**src/rtl/spsram_arb_pkg.sv**
```systemverilog
// Shared types and default widths for the unified SRAM port arbiter.
// Imported by the owner picker and the arbiter top.
package spsram_arb_pkg;

    localparam int DEF_ADDR_W = 19;
    localparam int DEF_DATA_W = 128;
    localparam int DEF_LEN_W  = 4;

    typedef enum logic [1:0] {
        OWN_NONE,
        OWN_LD,
        OWN_WR,
        OWN_RD
    } owner_e;

    typedef enum logic [0:0] {
        ST_IDLE,
        ST_BURST
    } state_e;

    function automatic logic owner_writes(input owner_e own);
        return (own == OWN_LD) || (own == OWN_WR);
    endfunction

endpackage

```
**src/rtl/spsram_arb_pick.sv**
```systemverilog
// Owner select: loader first, then round-robin between write and read.
// Purely combinational; the caller decides when the result is latched.
module spsram_arb_pick
    import spsram_arb_pkg::*;
(
    input  logic   ld_req,
    input  logic   wr_req,
    input  logic   rd_req,
    input  logic   rr_rd,
    output owner_e owner
);

    always_comb begin
        owner = OWN_NONE;
        if (ld_req) begin
            owner = OWN_LD;
        end else if (wr_req && rd_req) begin
            owner = rr_rd ? OWN_RD : OWN_WR;
        end else if (wr_req) begin
            owner = OWN_WR;
        end else if (rd_req) begin
            owner = OWN_RD;
        end
    end

endmodule

```
**src/rtl/spsram_port_arb.sv**
```systemverilog
// Burst-granular arbiter for the single-port unified program/data SRAM.
// Owns address generation, strobe expansion and read-data return.
module spsram_port_arb
    import spsram_arb_pkg::*;
#(
    parameter int ADDR_W = DEF_ADDR_W,
    parameter int DATA_W = DEF_DATA_W,
    parameter int LEN_W  = DEF_LEN_W
) (
    input  logic                clk,
    input  logic                rst_b,

    input  logic                ld_req,
    input  logic [ADDR_W-1:0]   ld_addr,
    input  logic [LEN_W-1:0]    ld_len,
    input  logic [DATA_W-1:0]   ld_wdata,
    output logic                ld_gnt,

    input  logic                wr_req,
    input  logic [ADDR_W-1:0]   wr_addr,
    input  logic [LEN_W-1:0]    wr_len,
    input  logic [DATA_W-1:0]   wr_wdata,
    input  logic [DATA_W/8-1:0] wr_wstrb,
    output logic                wr_gnt,

    input  logic                rd_req,
    input  logic [ADDR_W-1:0]   rd_addr,
    input  logic [LEN_W-1:0]    rd_len,
    output logic                rd_gnt,
    output logic                rd_rvalid,
    output logic [DATA_W-1:0]   rd_rdata,
    output logic                rd_rlast,

    output logic                mem_cen_b,
    output logic                mem_gwen_b,
    output logic [DATA_W-1:0]   mem_wen_b,
    output logic [ADDR_W-1:0]   mem_addr,
    output logic [DATA_W-1:0]   mem_din,
    input  logic [DATA_W-1:0]   mem_dout,

    output logic                arb_busy
);

    localparam int STRB_W = DATA_W / 8;

    state_e              state_q;
    owner_e              owner_q;
    owner_e              pick;
    logic                rr_rd_q;
    logic [ADDR_W-1:0]   addr_q;
    logic [LEN_W-1:0]    len_q;
    logic [LEN_W-1:0]    cnt_q;
    logic                rvalid_q;
    logic                rlast_q;

    logic                own_req;
    logic                beat;
    logic                last_cnt;
    logic                is_write;
    logic [STRB_W-1:0]   strb;
    logic [DATA_W-1:0]   wdata;
    logic                wr_access;
    logic                rd_access;
    logic [ADDR_W-1:0]   start_addr;
    logic [LEN_W-1:0]    start_len;

    spsram_arb_pick u_pick (
        .ld_req (ld_req),
        .wr_req (wr_req),
        .rd_req (rd_req),
        .rr_rd  (rr_rd_q),
        .owner  (pick)
    );

    always_comb begin
        own_req = 1'b0;
        unique case (owner_q)
            OWN_LD:  own_req = ld_req;
            OWN_WR:  own_req = wr_req;
            OWN_RD:  own_req = rd_req;
            default: own_req = 1'b0;
        endcase
    end

    assign beat     = (state_q == ST_BURST) && own_req;
    assign last_cnt = (cnt_q == len_q);

    assign ld_gnt = beat && (owner_q == OWN_LD);
    assign wr_gnt = beat && (owner_q == OWN_WR);
    assign rd_gnt = beat && (owner_q == OWN_RD);

    // Loader always writes whole words; an all-zero strobe skips the access.
    assign is_write  = owner_writes(owner_q);
    assign strb      = (owner_q == OWN_LD) ? '1 : wr_wstrb;
    assign wdata     = (owner_q == OWN_LD) ? ld_wdata : wr_wdata;
    assign wr_access = beat && is_write && (|strb);
    assign rd_access = beat && (owner_q == OWN_RD);

    assign mem_cen_b  = !(wr_access || rd_access);
    assign mem_gwen_b = !wr_access;
    assign mem_addr   = addr_q;
    assign mem_din    = wr_access ? wdata : '0;

    always_comb begin
        mem_wen_b = '1;
        if (wr_access) begin
            for (int k = 0; k < STRB_W; k++) begin
                mem_wen_b[8*k +: 8] = {8{~strb[k]}};
            end
        end
    end

    always_comb begin
        start_addr = '0;
        start_len  = '0;
        unique case (pick)
            OWN_LD: begin
                start_addr = ld_addr;
                start_len  = ld_len;
            end
            OWN_WR: begin
                start_addr = wr_addr;
                start_len  = wr_len;
            end
            OWN_RD: begin
                start_addr = rd_addr;
                start_len  = rd_len;
            end
            default: begin
                start_addr = '0;
                start_len  = '0;
            end
        endcase
    end

    always_ff @(posedge clk or negedge rst_b) begin
        if (!rst_b) begin
            state_q <= ST_IDLE;
            owner_q <= OWN_NONE;
            rr_rd_q <= 1'b0;
            addr_q  <= '0;
            len_q   <= '0;
            cnt_q   <= '0;
        end else begin
            unique case (state_q)
                ST_IDLE: begin
                    if (pick != OWN_NONE) begin
                        owner_q <= pick;
                        addr_q  <= start_addr;
                        len_q   <= start_len;
                        cnt_q   <= '0;
                        state_q <= ST_BURST;
                    end
                end
                ST_BURST: begin
                    if (beat) begin
                        addr_q <= addr_q + ADDR_W'(1);
                        cnt_q  <= cnt_q + LEN_W'(1);
                        if (last_cnt) begin
                            state_q <= ST_IDLE;
                            owner_q <= OWN_NONE;
                            // Loader bursts leave the wr/rd fairness untouched.
                            if (owner_q == OWN_WR) begin
                                rr_rd_q <= 1'b1;
                            end else if (owner_q == OWN_RD) begin
                                rr_rd_q <= 1'b0;
                            end
                        end
                    end
                end
                default: begin
                    state_q <= ST_IDLE;
                end
            endcase
        end
    end

    always_ff @(posedge clk or negedge rst_b) begin
        if (!rst_b) begin
            rvalid_q <= 1'b0;
            rlast_q  <= 1'b0;
        end else begin
            rvalid_q <= rd_access;
            rlast_q  <= rd_access && last_cnt;
        end
    end

    // Data comes straight from the macro; only its own one-cycle latency.
    assign rd_rvalid = rvalid_q;
    assign rd_rlast  = rlast_q;
    assign rd_rdata  = rvalid_q ? mem_dout : '0;
    assign arb_busy  = (state_q == ST_BURST);

endmodule
```
**config.mk**
```make
export PLATFORM = sky130hd
export DESIGN_NAME = spsram_port_arb
export DESIGN_NICKNAME = d
export VERILOG_FILES = /design/src/rtl/spsram_arb_pkg.sv /design/src/rtl/spsram_arb_pick.sv /design/src/rtl/spsram_port_arb.sv
export SDC_FILE = /design/constraint.sdc
export NUM_CORES = 1
export LEC_CHECK = 0
export CORE_AREA = 5 5 346 348
export CTS_CLUSTER_SIZE = 30
export DETAILED_ROUTE_END_ITERATION = 7
export DIE_AREA = 0 0 351 353
export GPL_TIMING_DRIVEN = 1
export PLACE_DENSITY = 0.35
export SYNTH_ARGS = -nofsm -noshare
export SYNTH_HDL_FRONTEND = slang
export SYNTH_SLANG_ARGS = --single-unit
```
**constraint.sdc**
```tcl
create_clock -name clk -period 3.15 [get_ports clk]
set_input_delay 0.4725 -clock clk [delete_from_list [all_inputs] [get_ports clk]]
set_output_delay 0.4725 -clock clk [all_outputs]
set_load 0.03 [all_outputs]
```
==> results of run 1 <==
[layout by cell type, fill, tap and decap left out, types with 4 or more instances in the layout]
cell type | Yosys | final
sky130_fd_sc_hd__o21ai_0 | 32 | 22
sky130_fd_sc_hd__buf_4 | 115 | 238
sky130_fd_sc_hd__a32oi_1 | 5 | 5
sky130_fd_sc_hd__and3_1 | 18 | 18
sky130_fd_sc_hd__diode_2 | 0 | 6
sky130_fd_sc_hd__xnor2_1 | 7 | 7
sky130_fd_sc_hd__dlygate4sd2_1 | 0 | 5
sky130_fd_sc_hd__a21boi_0 | 5 | 4
sky130_fd_sc_hd__nor2_2 | 0 | 27
sky130_fd_sc_hd__nand4_1 | 8 | 8
sky130_fd_sc_hd__nor2_1 | 140 | 111
sky130_fd_sc_hd__a21oi_1 | 8 | 8
sky130_fd_sc_hd__nand3_1 | 15 | 15
sky130_fd_sc_hd__and2_1 | 133 | 133
sky130_fd_sc_hd__inv_1 | 7 | 5
sky130_fd_sc_hd__clkdlybuf4s50_1 | 0 | 606
sky130_fd_sc_hd__nand2_1 | 21 | 21
sky130_fd_sc_hd__mux2i_1 | 135 | 135
sky130_fd_sc_hd__dfrtp_1 | 33 | 30
sky130_fd_sc_hd__o21ai_2 | 0 | 5
sky130_fd_sc_hd__buf_6 | 12 | 54
sky130_fd_sc_hd__clkbuf_2 | 0 | 7
sky130_fd_sc_hd__clkbuf_16 | 0 | 7
sky130_fd_sc_hd__a221oi_1 | 15 | 15
sky130_fd_sc_hd__xor2_1 | 10 | 10
sky130_fd_sc_hd__buf_12 | 0 | 45
sky130_fd_sc_hd__o21ai_1 | 0 | 4
[power groups by stage]
stage	sequential (mW)	clock (mW)	combinational, mW
after detailed placement	0.896	0	10.5
after global routing	0.931	0.502	11.6
after floorplan	1.05	0	5.94
final	0.889	0.475	11.0
after CTS	0.893	0.488	10.8
after global placement	0.884	0	10.5
[stage by stage]
stage / util (%) / power, mW / cell area, sq um
floorplan: - / 6.990 / 5958
global placement: 13.77 / 11.42 / 15950
detailed placement: 13.77 / 11.39 / 15950
CTS: 14.09 / 12.21 / 16330
global route: 14.35 / 13.04 / 16630
finish: 14.36 / 12.34 / 16640
[sequential cells by signal, summed over array words and instances, names as in the netlist]
signal,flops
len_q,4
owner_q,2
cnt_q,4
rd_rlast,1
rd_rvalid,1
rr_rd_q,1
mem_addr,19
arb_busy,1
[worst paths after layout]
kind,startpoint,cells after the start,end
worst max-delay path,wr_wstrb[5],11,mem_wen_b[103]
worst min-delay path,rst_b,1,mem_addr[14]
worst max register to register,owner_q[0],10,cnt_q[0]
worst min register to register,len_q[3],2,len_q[3]
max in group asynchronous,rst_b,1,rd_rvalid
min in group clk,len_q[3],2,len_q[3]
[layout make-up]
type,count,area (sq um),share of cell area [%]
Timing Repair Buffer,964,9598,57.68
Multi-Input combinational cell,589,4113,24.71
Tap cell,1524,1907,11.46
Sequential cell,33,832.0,5.000
Clock buffer,6,128.9,0.7744
Inverter,8,37.54,0.2256
Antenna cell,6,15.01,0.09023
Clock inverter,2,10.01,0.06015
[critical path, cell delays in order]
cell                              delay (ns)
sky130_fd_sc_hd__clkdlybuf4s15_1        0.22
sky130_fd_sc_hd__nor4_4                 0.50
sky130_fd_sc_hd__nand4_1                0.21
sky130_fd_sc_hd__o41ai_2                0.23
sky130_fd_sc_hd__buf_4                  0.17
sky130_fd_sc_hd__nor2_4                 0.04
sky130_fd_sc_hd__buf_6                  0.12
sky130_fd_sc_hd__clkbuf_16              0.16
sky130_fd_sc_hd__o21ai_2                0.10
sky130_fd_sc_hd__buf_4                  0.21
sky130_fd_sc_hd__buf_4                  0.18
[timing repair]
action,CTS,global route
hold buffers,0,0
gates cloned,1,2
setup buffers,1,8
pin swaps,6,8
resized for setup,76,76
endpoints found under the setup margin,258,258
[layer usage]
metal / vias up / part of all wire (%) / track usage (%) / wire [um]
met5: - / 0.17 / 0 / 110
met4: 18 / 0.33 / 0.3167 / 211
met3: 40 / 8.4 / 2.762 / 5330
met2: 499 / 49 / 16.85 / 31320
met1: 4262 / 42 / 11.55 / 26750
li1: 4207 / - / - / -
[kinds of logic after synthesis]
kind of cell,after synthesis,synth area share (%)
xor+xnor,17,2.499
fa+ha+maj,6,1.260
simple gates,348,29.65
flops,33,13.86
compound gates,83,9.681
buf+inv,182,20.37
mux,135,22.68
==> reports/results.ini, run 1 <==
[outcome]
status = finished clean

[synthesis]
synthesis.instances = 804
ys_top_cells_by_count = 140 x sky130_fd_sc_hd__nor2_1, 135 x sky130_fd_sc_hd__mux2i_1, 133 x sky130_fd_sc_hd__and2_1, 115 x sky130_fd_sc_hd__buf_4, 39 x sky130_fd_sc_hd__clkbuf_1
area_share_of_the_largest_cell_type_after_synthesis_pct = 22.68
syn-cell-area_sq_mm = 0.005958
synth_sequential_area_ratio_pct = 13.86
cell_with_the_most_instances_after_synthesis = sky130_fd_sc_hd__nor2_1
synthArstFlopShare_pct = 100.0
synth_ff_type = sky130_fd_sc_hd__dfrtp_1
netlist_top_cells_area = sky130_fd_sc_hd__mux2i_1 23%, sky130_fd_sc_hd__buf_4 14%, sky130_fd_sc_hd__and2_1 14%
synth-edff-count = 0
syn_avg_cell_area_sq_um = 7.411
synthesis.nets = 1284
synth_area_leader_cell = sky130_fd_sc_hd__mux2i_1
number_of_distinct_library_cells_after_synthesis = 46
yosys_warnings = 0
synth.ff_latch_count = 33

[clock_tree]
h-tree-depth = 2
cts.sink_count = 33
clockBufferDepth = 2
cts.clk_slew.worst_paths_ns = 0.06
clock_tree.root_cell = sky130_fd_sc_hd__clkbuf_16
total_clock_buffers_created_by_cts = 5
cts_tree = yes
clk-insertion-delay-late_ns = 0.28

[setup_path]
arrival_ns = 2.63
data_required_time_at_the_worst_endpoint_ns = 2.68
critical_path_peak_fanout = 8
criticalPathCategory = in2out
reg2reg_slack_ns = 0.84
end_kind = primary output
worstSetupStartpointType = input port

[sta]
timing.max_slew.rel_slack_pct = 43.42
maxSlewViolCount = 0
final-hold-violation-count = 0
setup_viol = 0
whs_ns = 0.3115
worstMarginPinSlew_ns = 0.8487
final_period_minus_worst_setup_slack_ns = 3.098
fmaxAchievable_ghz = 0.3228
skew_ns = 0.006612
timing.setup.tns_ns = 0
postLayoutSetupSlackWorst_ns = 0.05249
post_route_clock_period_utilization_pct = 98.33
grt_setup_unrepaired = no

[pwr]
internal_power_mw = 5.514
power.share.sequential_pct = 7.2
power_per_cell_area_mw_per_mm2 = 741.5
power.combinational.fraction_pct = 88.9
vdd.ir_drop.worst_v = 0.0004175
netSwitchingFraction_pct = 55.32
clkPwrFrac_pct = 3.9
switchingPower_mw = 6.826
total_leakage_power_nw = 6.335

[layout]
final.fill_count = 13142
design.final.nets = 2081
drive_gt1_share_pct = 25.53
layout-area-overhead-vs-synth_pct = 179.3
fin_cells = 3132

[placed_design]
placement.io_buffers = 884
place.gp.congestion = 0.8445
dp.final_hpwl_um = 56370
dp_slack_ns = -0.9137
placedCellCount = 3107

[die]
io-pin-count = 885
die_area_sq_mm = 0.1239
fp-row-count = 125
initial_cell_density_of_the_core_pct = 5.141
core-area_sq_mm = 0.1159
dieWidth_um = 351
die_height_um = 353

[global_route]
total_gr_overflow = 0
grt_usage_pct = 9.348
via_count_of_the_first_global_routing_pass = 9511
grt_max_degree = 77
initial_antenna_violation_count = 33
global_route_wire_length_before_repair_um = 81910

[hold_path]
type_of_the_tightest_min_delay_check = in2async

[detailed_routing]
vias = 9026
avgRoutedWirePerCell_um = 20.35
vias_per_cell = 2.882
drcViolationCount = 0
dr.first_iter.drc_count = 322
drt_first_pass_iters = 4
drt.antenna.violating_nets = 0
routed_wl_um = 63730

[flow_run]
drv.max_cap_violation_count = 0

Power figures use the tool's default switching activity.
==> run 2: changes to the inputs <==
- CORE_AREA: 5 5 346 348 -> 5 5 343 345
- DIE_AREA: 0 0 351 353 -> 0 0 348 350
- PLACE_DENSITY: 0.35 -> 0.3
- SYNTH_HIERARCHICAL: unset -> 1
==> reports/results.ini, run 2 <==
[detailed_routing]
vias_per_cell = 2.856  ; was 2.882
drt_first_pass_iters = 4  ; unchanged
dr.first_iter.drc_count = 416  ; was 322
drcViolationCount = 0  ; unchanged
routed_wl_um = 65600  ; was 63,730 um
drt.antenna.violating_nets = 0  ; unchanged
vias = 8949  ; was 9,026
avgRoutedWirePerCell_um = 20.94  ; was 20.35 um

[setup_path]
worstSetupStartpointType = input port  ; unchanged
data_required_time_at_the_worst_endpoint_ns = 2.68  ; about the same
arrival_ns = 2.55  ; was 2.63 ns
cpPeakStageDelay_ns = 0.45  ; was 0.50 ns
timing.critical_path.cells = clkdlybuf4s50_1, nor4_1, nand2_1, o211a_4, bufbuf_16, o21ai_0, buf_4, buf_4  ; was clkdlybuf4s15_1, nor4_4, nand4_1, o41ai_2, buf_4, nor2_4, buf_6, clkbuf_16, o21ai_2, buf_4, buf_4
crit_buf_inv = 4  ; was 6
critical_path_peak_fanout = 8  ; unchanged
critPathTopFamily = buffers and inverters  ; unchanged
critPathMostFrequentCell = sky130_fd_sc_hd__buf_4  ; unchanged
criticalPathCategory = in2out  ; unchanged
timing.critical_path.slowest_stage_cell = sky130_fd_sc_hd__clkdlybuf4s50_1  ; was sky130_fd_sc_hd__nor4_4
end_kind = primary output  ; unchanged

[synthesis]
synth.ff_latch_count = 33  ; unchanged
synth-adder-area-share_pct = 1.231  ; was 1.260%
synthesis.instances = 820  ; was 804
synth_sequential_area_ratio_pct = 13.54  ; was 13.86%
synth-compound-area-share_pct = 10.71  ; was 9.681%
post_synth_mux_area_share_pct = 25.35  ; was 22.68%
synth_area_leader_cell = sky130_fd_sc_hd__mux2i_1  ; unchanged
yosys_warnings = 6  ; was 0
post_synth_xor_area_fraction_pct = 1.149  ; was 2.499%
synth_top_family_by_area = simple AND/OR/NAND/NOR gates  ; unchanged
synth_ff_type = sky130_fd_sc_hd__dfrtp_1  ; unchanged
area_share_of_the_largest_cell_type_after_synthesis_pct = 21.66  ; was 22.68%
syn_avg_cell_area_sq_um = 7.439  ; was 7.411 sq um
number_of_distinct_library_cells_after_synthesis = 54  ; was 46
ys_top_cells_by_count = 147 x sky130_fd_sc_hd__nor2_1, 132 x sky130_fd_sc_hd__and2_1, 132 x sky130_fd_sc_hd__mux2i_1, 126 x sky130_fd_sc_hd__buf_4, 35 x sky130_fd_sc_hd__clkbuf_1  ; was 140 x sky130_fd_sc_hd__nor2_1, 135 x sky130_fd_sc_hd__mux2i_1, 133 x sky130_fd_sc_hd__and2_1, 115 x sky130_fd_sc_hd__buf_4, 39 x sky130_fd_sc_hd__clkbuf_1
cell_with_the_most_instances_after_synthesis = sky130_fd_sc_hd__nor2_1  ; unchanged
synth-edff-count = 0  ; unchanged
netlist_top_cells_area = sky130_fd_sc_hd__mux2i_1 22%, sky130_fd_sc_hd__buf_4 16%, sky130_fd_sc_hd__and2_1 14%  ; was sky130_fd_sc_hd__mux2i_1 23%, sky130_fd_sc_hd__buf_4 14%, sky130_fd_sc_hd__and2_1 14%
synthArstFlopShare_pct = 100.0  ; unchanged
syn-cell-area_sq_mm = 0.006100  ; was 0.005958 sq mm
synthSimpleGateAreaFrac_pct = 28.84  ; was 29.65%
synthesis.nets = 1300  ; was 1,284

[sta]
post_route_clock_period_utilization_pct = 95.81  ; was 98.33%
timing.max_slew.rel_slack_pct = 41.84  ; was 43.42%
worstMarginPinSlew_ns = 0.8724  ; was 0.8487 ns
postLayoutSetupSlackWorst_ns = 0.1319  ; was 0.05249 ns
timing.setup.tns_ns = 0  ; unchanged
setup_viol = 0  ; unchanged
fmaxAchievable_ghz = 0.3313  ; was 0.3228 GHz
final-hold-violation-count = 0  ; unchanged
maxSlewViolCount = 0  ; unchanged
whs_ns = 0.3007  ; was 0.3115 ns
grt_setup_unrepaired = yes  ; was no
skew_ns = 0.004914  ; was 0.006612 ns
final_period_minus_worst_setup_slack_ns = 3.018  ; was 3.098 ns

[layout]
final.fill_count = 12986  ; was 13,142
largest_register_ffs = 19  ; unchanged
design.final.nets = 2085  ; was 2,081
layout-area-overhead-vs-synth_pct = 171.0  ; was 179.3%
mostFrequentLayoutCell = sky130_fd_sc_hd__clkdlybuf4s50_1  ; unchanged
final_core_utilization_pct = 14.51  ; was 14.36%
final_cell_mix = 612 x sky130_fd_sc_hd__clkdlybuf4s50_1, 252 x sky130_fd_sc_hd__buf_4, 132 x sky130_fd_sc_hd__and2_1, 132 x sky130_fd_sc_hd__mux2i_1, 131 x sky130_fd_sc_hd__nor2_1  ; was 606 x sky130_fd_sc_hd__clkdlybuf4s50_1, 238 x sky130_fd_sc_hd__buf_4, 135 x sky130_fd_sc_hd__mux2i_1
drive_gt1_share_pct = 24.78  ; was 25.53%

[die]
die_height_um = 350  ; was 353 um
fp-row-count = 124  ; was 125
initial_cell_density_of_the_core_pct = 5.356  ; was 5.141%
die_area_sq_mm = 0.1218  ; was 0.1239 sq mm
core-area_sq_mm = 0.1139  ; was 0.1159 sq mm
dieWidth_um = 348  ; was 351 um
io-pin-count = 885  ; unchanged

[hold_path]
type_of_the_tightest_min_delay_check = in2async  ; unchanged

[pwr]
total_leakage_power_nw = 6.470  ; was 6.335 nW
vdd.ir_drop.worst_v = 0.0004691  ; was 0.0004175 V
post_route_total_power_mw = 14.10  ; was 12.34 mW
power_per_cell_area_mw_per_mm2 = 853.3  ; was 741.5 mW/mm^2

[clock_tree]
clk-insertion-delay-late_ns = 0.29  ; was 0.28 ns
clock_tree.root_cell = sky130_fd_sc_hd__clkbuf_16  ; unchanged
cts.sink_count = 33  ; unchanged
h-tree-depth = 2  ; unchanged
cts_tree = yes  ; unchanged
cts.clk_slew.worst_paths_ns = 0.06  ; about the same
clockBufferDepth = 2  ; unchanged
total_clock_buffers_created_by_cts = 5  ; unchanged

[global_route]
grt_max_degree = 83  ; was 77
total_gr_overflow = 0  ; unchanged
via_count_of_the_first_global_routing_pass = 9336  ; was 9,511
global_route_wire_length_before_repair_um = 83360  ; was 81,910 um
initial_antenna_violation_count = 45  ; was 33
grt_usage_pct = 9.840  ; was 9.348%

[outcome]
status = finished clean  ; unchanged

[placed_design]
dp_slack_ns = -1.173  ; was -0.9137 ns
placement.io_buffers = 884  ; unchanged
dp.final_hpwl_um = 59090  ; was 56,370 um
place.gp.congestion = 0.8301  ; was 0.8445

[flow_run]
drv.max_cap_violation_count = 0  ; unchanged

## run 2: worst paths after layout
path / start / end / slack (ns) / cells after the start
hold / removal: rst_b / mem_addr[3] / 0.30 / 1
setup / recovery: wr_wstrb[1] / mem_wen_b[81] / 0.13 / 8
hold reg to reg: rr_rd_q / rr_rd_q / 0.55 / 2
max in group asynchronous: rst_b / rd_rvalid / 2.21 / 1
setup reg to reg: owner_q[0] / mem_addr[6] / 0.77 / 8
min in group clk: rr_rd_q / rr_rd_q / 0.55 / 2
## run 2: cells by family after synthesis
family | Yosys count
adders and majority gates | 6
AOI/OAI and AO/OA | 96
buffers and inverters | 184
muxes | 151
and+or+nand+nor | 342
xor gates and xnor gates | 8
DFF | 33
## run 2: power breakdown
part           internal, mW  switching [mW]
clock                 0.290           0.210
sequential            0.626           0.283
combinational          5.16            7.53
total                  6.08            8.02
## run 2: repair_timing
item | 4_1_cts | 5_1_grt
setup buffers | 4 | 2
resized for setup | 46 | 35
hold buffers | 0 | 0
pin swaps | 5 | 2
endpoints found under the setup margin | 258 | 124
cloned | 1 | 0
## run 2: area by class of cell
class	count	area [sq um]	area share (%)
clock buffers	5	125.1	0.7571
well taps	1512	1892	11.45
clock inverters	3	17.52	0.1060
diodes	15	37.54	0.2271
inverters	11	43.79	0.2650
flip-flops and latches	33	829.5	5.019
multi-input cells	603	4219	25.53
repair buffers	951	9363	56.65
## run 2: through the flow
step / instance area (sq um) / cells
finish: 16530 / 3133
global route: 16490 / 3120
CTS: 16380 / 3116
detailed placement: 16060 / 3104
global placement: 16060 / 3104
floorplan: 6100 / 820
## run 2: per-layer routing
metal | vias to the layer above | GRT usage [%] | routed length, um | part of all wire (%)
li1 | 4268 | - | - | -
met1 | 4108 | 11.66 | 25620 | 39
met2 | 472 | 16.72 | 31430 | 48
met3 | 65 | 4.797 | 7788 | 12
met4 | 36 | 0.9567 | 539 | 0.82
met5 | - | 0 | 220 | 0.34
